==> src/rtl/cdc_hs_pkg.sv <==
// Shared types and default constants for the 4-phase req/ack transmit controller.
//   hs_state_t      : controller state encoding
//   DEF_DATA_W      : default transferred word width
//   DEF_SYNC_STAGES : default depth of the ack synchronizer
//   DEF_TIMEOUT_CYC : default wait limit per handshake phase
package cdc_hs_pkg;

  typedef enum logic [1:0] {
    IDLE   = 2'd0,
    REQ_HI = 2'd1,
    REQ_LO = 2'd2,
    ERR    = 2'd3
  } hs_state_t;

  localparam int DEF_DATA_W      = 32;
  localparam int DEF_SYNC_STAGES = 2;
  localparam int DEF_TIMEOUT_CYC = 1024;

  // Counter width able to hold TIMEOUT_CYC-1.
  function automatic int cnt_w(input int cyc);
    return (cyc > 2) ? $clog2(cyc) : 1;
  endfunction

endpackage

==> src/rtl/cdc_hs_tx_ctrl_sync_chain.sv <==
// sync_chain: STAGES-deep flop chain for bringing an asynchronous signal
// into the clk domain. Every flop resets to 0.
//   clk   : destination clock
//   reset : asynchronous, active-low
//   d     : asynchronous input (W bits, each bit synchronized independently)
//   q     : synchronized output, STAGES cycles behind d
module sync_chain #(
  parameter int STAGES = 2,
  parameter int W      = 1
) (
  input  logic         clk,
  input  logic         reset,
  input  logic [W-1:0] d,
  output logic [W-1:0] q
);

  logic [STAGES-1:0][W-1:0] ff;

  always_ff @(posedge clk or negedge reset) begin
    if (!reset) ff <= '0;
    else        ff <= {ff[STAGES-2:0], d};
  end

  assign q = ff[STAGES-1];

endmodule

==> src/rtl/cdc_hs_tx_ctrl.sv <==
// cdc_hs_tx_ctrl: transmit side of a 4-phase req/ack handshake moving a
// DATA_W-bit word into a far clock domain.
//   clk, reset   : local clock, asynchronous active-low reset
//   in_valid/in_ready/in_data : local word intake (in_ready combinational)
//   xfer_req     : registered request to far domain
//   xfer_data    : registered word, held stable for the whole handshake
//   xfer_ack     : far-domain ack, asynchronous, synchronized internally
//   busy         : state != IDLE
//   timeout_err  : sticky phase-timeout flag
//   err_clr      : clears timeout_err and leaves ERR once ack is low
// Optional feature: define CDC_HS_TIMEOUT_EN to build the per-phase timeout
// counter and ERR state. Without it, timeout_err is tied low, err_clr is
// ignored and both handshake phases wait indefinitely.
module cdc_hs_tx_ctrl
  import cdc_hs_pkg::*;
#(
  parameter int DATA_W      = DEF_DATA_W,
  parameter int SYNC_STAGES = DEF_SYNC_STAGES,
  parameter int TIMEOUT_CYC = DEF_TIMEOUT_CYC
) (
  input  logic              clk,
  input  logic              reset,
  input  logic              in_valid,
  output logic              in_ready,
  input  logic [DATA_W-1:0] in_data,
  output logic              xfer_req,
  output logic [DATA_W-1:0] xfer_data,
  input  logic              xfer_ack,
  output logic              busy,
  output logic              timeout_err,
  input  logic              err_clr
);

  hs_state_t state, state_nxt;
  logic      ack_s;
  logic      req_nxt;
  logic      ld;
  logic      accept;

  sync_chain #(.STAGES(SYNC_STAGES), .W(1)) u_ack_sync (
    .clk   (clk),
    .reset (reset),
    .d     (xfer_ack),
    .q     (ack_s)
  );

  // Refusing intake while ack_s is still high keeps a new request from
  // overlapping the tail of the previous handshake.
  assign in_ready = (state == IDLE) && !ack_s;
  assign accept   = in_valid && in_ready;
  assign busy     = (state != IDLE);

`ifdef CDC_HS_TIMEOUT_EN
  localparam int CW = cnt_w(TIMEOUT_CYC);

  logic [CW-1:0] cnt;
  logic          tmo_hit;
  logic          err_nxt;

  assign tmo_hit = (cnt == CW'(TIMEOUT_CYC - 1));

  always_comb begin
    state_nxt = state;
    req_nxt   = xfer_req;
    ld        = 1'b0;
    err_nxt   = timeout_err;
    case (state)
      IDLE: if (accept) begin
        ld        = 1'b1;
        req_nxt   = 1'b1;
        state_nxt = REQ_HI;
      end
      // Exit test comes first so an ack arriving on the terminal count wins.
      REQ_HI: if (ack_s) begin
        req_nxt   = 1'b0;
        state_nxt = REQ_LO;
      end else if (tmo_hit) begin
        req_nxt   = 1'b0;
        err_nxt   = 1'b1;
        state_nxt = ERR;
      end
      REQ_LO: if (!ack_s) begin
        state_nxt = IDLE;
      end else if (tmo_hit) begin
        err_nxt   = 1'b1;
        state_nxt = ERR;
      end
      ERR: begin
        req_nxt = 1'b0;
        // Leaving with ack still high would let the far side see a stale
        // handshake phase, so the clear waits for ack to settle low.
        if (err_clr && !ack_s) begin
          err_nxt   = 1'b0;
          state_nxt = IDLE;
        end
      end
      default: begin
        req_nxt   = 1'b0;
        state_nxt = IDLE;
      end
    endcase
  end

  // Counts cycles spent in the current waiting phase; restarts on any move.
  always_ff @(posedge clk or negedge reset) begin
    if (!reset)                                     cnt <= '0;
    else if (state_nxt != state)                    cnt <= '0;
    else if ((state == REQ_HI) || (state == REQ_LO)) cnt <= cnt + 1'b1;
  end

  always_ff @(posedge clk or negedge reset) begin
    if (!reset) timeout_err <= 1'b0;
    else        timeout_err <= err_nxt;
  end
`else
  logic unused_err_clr;
  assign unused_err_clr = err_clr;
  assign timeout_err    = 1'b0;

  always_comb begin
    state_nxt = state;
    req_nxt   = xfer_req;
    ld        = 1'b0;
    case (state)
      IDLE: if (accept) begin
        ld        = 1'b1;
        req_nxt   = 1'b1;
        state_nxt = REQ_HI;
      end
      REQ_HI: if (ack_s) begin
        req_nxt   = 1'b0;
        state_nxt = REQ_LO;
      end
      REQ_LO: if (!ack_s) state_nxt = IDLE;
      default: begin
        req_nxt   = 1'b0;
        state_nxt = IDLE;
      end
    endcase
  end
`endif

  always_ff @(posedge clk or negedge reset) begin
    if (!reset) state <= IDLE;
    else        state <= state_nxt;
  end

  // Data and req load on the same edge; the receiver's req synchronizer
  // delay guarantees data is settled before it samples.
  always_ff @(posedge clk or negedge reset) begin
    if (!reset) begin
      xfer_req  <= 1'b0;
      xfer_data <= '0;
    end else begin
      xfer_req <= req_nxt;
      if (ld) xfer_data <= in_data;
    end
  end

endmodule
==> config.mk <==
export PLATFORM = sky130hd
export DESIGN_NAME = cdc_hs_tx_ctrl
export DESIGN_NICKNAME = d
export VERILOG_FILES = /design/src/rtl/cdc_hs_pkg.sv /design/src/rtl/cdc_hs_tx_ctrl_sync_chain.sv /design/src/rtl/cdc_hs_tx_ctrl.sv
export SDC_FILE = /design/constraint.sdc
export NUM_CORES = 1
export LEC_CHECK = 0
export CELL_PAD_IN_SITES_DETAIL_PLACEMENT = 1
export CELL_PAD_IN_SITES_GLOBAL_PLACEMENT = 1
export CORE_ASPECT_RATIO = 1.75
export CORE_MARGIN = 1.5
export CORE_UTILIZATION = 32
export CTS_CLUSTER_SIZE = 10
export DETAILED_ROUTE_END_ITERATION = 16
export PLACE_DENSITY_LB_ADDON = 0.15
export SETUP_SLACK_MARGIN = 0.02
export SLEW_MARGIN = 10
export SYNTH_ARGS = -nofsm -noshare
export SYNTH_HDL_FRONTEND = slang
export SYNTH_SLANG_ARGS = --single-unit
==> constraint.sdc <==
create_clock -name clk -period 1.6 [get_ports clk]
set_clock_uncertainty 0.05 [all_clocks]
set_input_delay 0.32 -clock clk [delete_from_list [all_inputs] [get_ports clk]]
set_output_delay 0.32 -clock clk [all_outputs]
set_load 0.01 [all_outputs]
## After elaboration in Yosys (flattened, before gate mapping)

Index checks and enable logic that the tools add are counted.

- Word-level logic and storage cells: 27
- Input bits: 37
- Register bits: 37

- Equality and inequality tests: 5
- Reductions and logical operators: 7
- Mux-type cells: 9
- Bitwise gates (word level): 1

Operator list:

| operator | number |
|---|---|
| 2-bit 2-to-1 mux | 3 |
| 2-bit one-hot mux with 3 select lines | 1 |
| 3-bit AND reduction | 2 |
| 1-bit 2-to-1 mux | 4 |
| 2-bit != test (second input constant) | 2 |
| 1-bit one-hot mux with 3 select lines | 1 |
| 2-bit by 1-bit equality test with 1-bit output (second input constant) | 1 |
| 2-bit equality test (second input constant) | 1 |
| 1-bit logical AND | 2 |
| 2-bit zero test | 1 |
| 2-bit by 1-bit != test with 1-bit output (second input constant) | 1 |
| 2-bit nonzero test | 1 |
| 1-bit zero test | 1 |
| 1-bit inverter | 1 |

## Longest topological paths before layout

- Depth in word-level cells: 5
- Gate-level depth with buffers: 5

## Modules after synthesis

From an unflattened synthesis, not the netlist that was laid out.

- Cell total of the unflattened synthesis: 83
- Area total of the unflattened synthesis: 1406.3 µm²

Modules (own cells, without submodules):

| module | area each (µm²) | times used | cells an instance |
|---|---|---|---|
| cdc_hs_tx_ctrl | 1356.3 | 1 | 81 |
| sync_chain | 50.0 | 1 | 2 |

## Least setup slack after synthesis

No wires, ideal clock.

- Path kind: reg2reg
- Start: register state[1]
- End: register xfer_data[0]
- Buffers on the path: 2
- Path slack: 3 ps
- Data arrival time: 1422 ps
- Library setup time: 125 ps
- Clock period less this slack: 1597 ps
- Stages on the path, launching flop included: 6
- Path through: dfrtp_1 > nor3_2 > and2_4 > buf_6 > buf_12 > mux2_4

- Word-level cells in the longest chain between the ends: 5

RTL lines:

| item | RTL line | text |
|---|---|---|
| start: declaration | cdc_hs_tx_ctrl.sv:34 | `hs_state_t state, state_nxt;` |
| start signal: assignment | cdc_hs_tx_ctrl.sv:145 | `else state <= state_nxt;` |
| 2-bit zero test | cdc_hs_tx_ctrl.sv:49 | `assign in_ready = (state == IDLE) && !ack_s;` |
| 1-bit logical AND | cdc_hs_tx_ctrl.sv:49 |  |
| net in_ready | cdc_hs_tx_ctrl.sv:24 | `output logic in_ready,` |
| 1-bit logical AND | cdc_hs_tx_ctrl.sv:50 | `assign accept = in_valid && in_ready;` |
| 1-bit 2-to-1 mux | cdc_hs_tx_ctrl.sv:125 | `IDLE: if (accept) begin` |
| 1-bit 2-to-1 mux | cdc_hs_tx_ctrl.sv:124 | `case (state)` |
| end signal: assignment | cdc_hs_tx_ctrl.sv:156 | `if (ld) xfer_data <= in_data;` |
| end: declaration | cdc_hs_tx_ctrl.sv:27 | `output logic [DATA_W-1:0] xfer_data,` |

The timed path passes the listed nets, and every way through them passes these cells.
A chain may end at the register's enable or synchronous reset.

## Final worst setup path

- Start: register xfer_data[30]
- End: output port xfer_data[30]

No word-level cell between the ends.

==> impl_metrics.py <==
metrics = {
    "grt": {
        "grt_max_degree": 21,
        "antenna_found_initial": 0,
        "grtUsageTotal": 0.142,
        "grt_pass1_wl_um": 5810,
        "grt_overflow": 0,
        "grt_pass1_vias": 1130,
    },
    "yosys": {
        "synth_area_um2": 1550,
        "yosysWarnings": 0,
        "synth_cell_types": 17,
        "ys_seq_area_frac": 0.597,
        "avgSynthCellArea_um2": 18.0,
        "synthCells": 86,
        "synth_nets": 123,
        "synth_area_leaders": "dfrtp_1 60%, mux2_4 29%, buf_12 3.9%",
        "synth_top_area_cell": "dfrtp_1",
        "synthDominantCellAreaShare": 0.597,
        "synth_seq_cells": 37,
    },
    "cts": {
        "clkSlewWorstSetupHoldPaths_ns": 0.07,
        "htreeDepth": 2,
        "clockBufferDepth": 2,
        "post_cts_buffers": 0,
        "numClockSinks": 37,
        "cts_buffers": 5,
        "clk-insertion-delay-late_ns": 0.28,
        "cts_tree": "built",
        "cts-root-buf": "clkbuf_8",
    },
    "worst_setup_path": {
        "r2r_start": "state[1]$_DFFE_PN0P_",
        "crit_fanout": 2,
        "cp.required_ns": 1.23,
        "crit_type": "reg -> out",
        "critPathArrivalTime_ns": 1.18,
        "cp_cell_sequence": "clkdlybuf4s50_1",
        "critical_path.top_delay_family": "buffers and inverters",
        "r2r_slack_ns": 0.09,
        "rr_endpoint": "xfer_data[18]$_DFFE_PN0P_",
        "crit_slowest_cell": "clkdlybuf4s50_1",
        "worstSetupPathDepth": 1,
        "end_kind": "output pin",
        "cp.buffers_inverters": 1,
        "start_kind": "flip-flop",
        "r2r_cells": 4,
        "startpoint": "xfer_data[30]$_DFFE_PN0P_",
        "slowest_delay_ns": 0.54,
        "crit_end": "xfer_data[30]",
    },
    "floorplanning": {
        "num_io_pins": 73,
        "rows": 33,
        "die_x_um": 55.6,
        "die_h_um": 95.1,
        "core_um2": 4670,
        "dieArea_um2": 5290,
        "initial_utilization": 0.333,
    },
    "timing": {
        "fmax_mhz": 647,
        "maxSlewViolCount": 0,
        "fin_ws_ns": 0.0548,
        "period_needed_ns": 1.55,
        "setup_viol": 0,
        "fin_setup_tns_ns": 0,
        "rsz0062_at_grt": "yes",
        "finalCritPeriodShare": 0.966,
        "hold_viol_final": 0,
        "whs_ns": 0.307,
    },
    "pwr": {
        "vdd_drop_max_v": 0.000789,
        "leakagePower_nw": 1.35,
        "finalPower_mw": 3.19,
        "powerDensity_nw_per_um2": 1270,
    },
    "routing": {
        "via_per_inst": 4.55,
        "drc": 0,
        "wire_per_inst_um": 16.0,
        "final_antenna_net_count": 0,
        "drt_pre_antenna_iters": 4,
        "dr_total_vias": 1001,
        "routed_wl_um": 3530,
        "initialDrtViolationCount": 17,
    },
    "placement": {
        "gp_congestion": 0.692,
        "place_ws_ns": -0.0894,
        "portBuffers": 70,
        "post-dp-hpwl_um": 2650,
    },
    "finish": {
        "fin_nets": 204,
        "drive_above_1_share": 0.321,
        "antennaDiodeCount": 0,
        "mostFrequentLayoutCells": "37 x clkdlybuf4s50_1, 37 x dfrtp_1, 30 x mux2_4",
        "syn_to_final_growth_pct": 61.5,
        "fill_cells": 445,
        "final_util": 0.537,
    },
    "status": {
        "status": "complete, no violations",
    },
    "run": {
        "drv_cap": 0,
    },
    "hold_path": {
        "hold_class": "reg -> reg",
        "hold_path_depth": 0,
    },
}
==> metal layers <==
metal	GRT usage	up-vias	part of all wire
met5	0	-	0
li1	-	449	-
met1	0.162	503	0.37
met4	0.0488	0	0.016
met3	0.0488	5	0.067
met2	0.245	44	0.54
==> final cells by class <==
| type | instances | area [um2] | share of cell area |
|---|---|---|---|
| Tap cell | 52 | 65.1 | 0.0260 |
| Clock buffer | 7 | 96.3 | 0.0384 |
| Sequential cell | 37 | 926 | 0.369 |
| Multi-Input combinational cell | 42 | 546 | 0.218 |
| Timing Repair Buffer | 79 | 861 | 0.343 |
| Clock inverter | 1 | 5.00 | 0.00200 |
| Inverter | 2 | 7.51 | 0.00300 |
==> power breakdown <==
part,switching (mW),internal (mW),total (mW)
clock network,0.314,0.389,0.703
logic,0.385,0.777,1.16
registers,0.141,1.19,1.33
total,0.839,2.35,3.19
==> per-stage QoR <==
step,area (um2),instances
after detailed placement,2340,211
after floorplan,1560,86
final,2510,220
after global placement,2340,211
after global routing,2510,220
after CTS,2440,220
==> synth_stat cells <==
master,number
a21oi_1,1
nor2_1,1
o32ai_1,1
buf_12,3
and2_1,1
and2_4,1
nor3_1,1
buf_6,1
dfrtp_1,37
inv_1,2
mux2_2,2
or2_2,1
nor3_2,1
buf_4,1
xor2_1,1
conb_1,1
mux2_4,30
==> worst min-delay path by stage <==
stage / startpoint / to / slack, ns
3_5_place_dp: reset / xfer_data[25]$_DFFE_PN0P_ / 0.24
5_1_grt: u_ack_sync.ff[0]$_DFF_PN0_ / u_ack_sync.q$_DFF_PN0_ / 0.32
3_3_place_gp: reset / xfer_data[25]$_DFFE_PN0P_ / 0.24
4_1_cts: u_ack_sync.ff[0]$_DFF_PN0_ / u_ack_sync.q$_DFF_PN0_ / 0.30
6_report: u_ack_sync.ff[0]$_DFF_PN0_ / u_ack_sync.q$_DFF_PN0_ / 0.31
2_1_floorplan: reset / state[0]$_DFFE_PN0P_ / -0.03
==> cell families (layout without fill, tap and decap cells) <==
kind of cell,after synthesis,in the layout,share of synthesized area
AND/OR/NAND/NOR,6,6,0.0258
multiplexers,32,32,0.305
XOR/XNOR,1,1,0.00565
flip-flops,37,37,0.597
buffers and inverters,7,89,0.0556
other,1,1,0.00242
AO/OA/AOI/OAI,2,2,0.00887
==> what timing repair did <==
action	4_1_cts	5_1_grt
hold buffers	1	0
gates cloned	0	0
resized for setup	7	30
setup endpoints to repair	4	29
pin swaps	0	1
hold endpoints to repair	17	0
==> flip-flops by register name, summed over array words and instances, names as in the netlist <==
register,flops
state,2
xfer_req,1
u_ack_sync.q,1
xfer_data,32
u_ack_sync.ff,1
No activity file was read; power rests on OpenSTA's default activity.
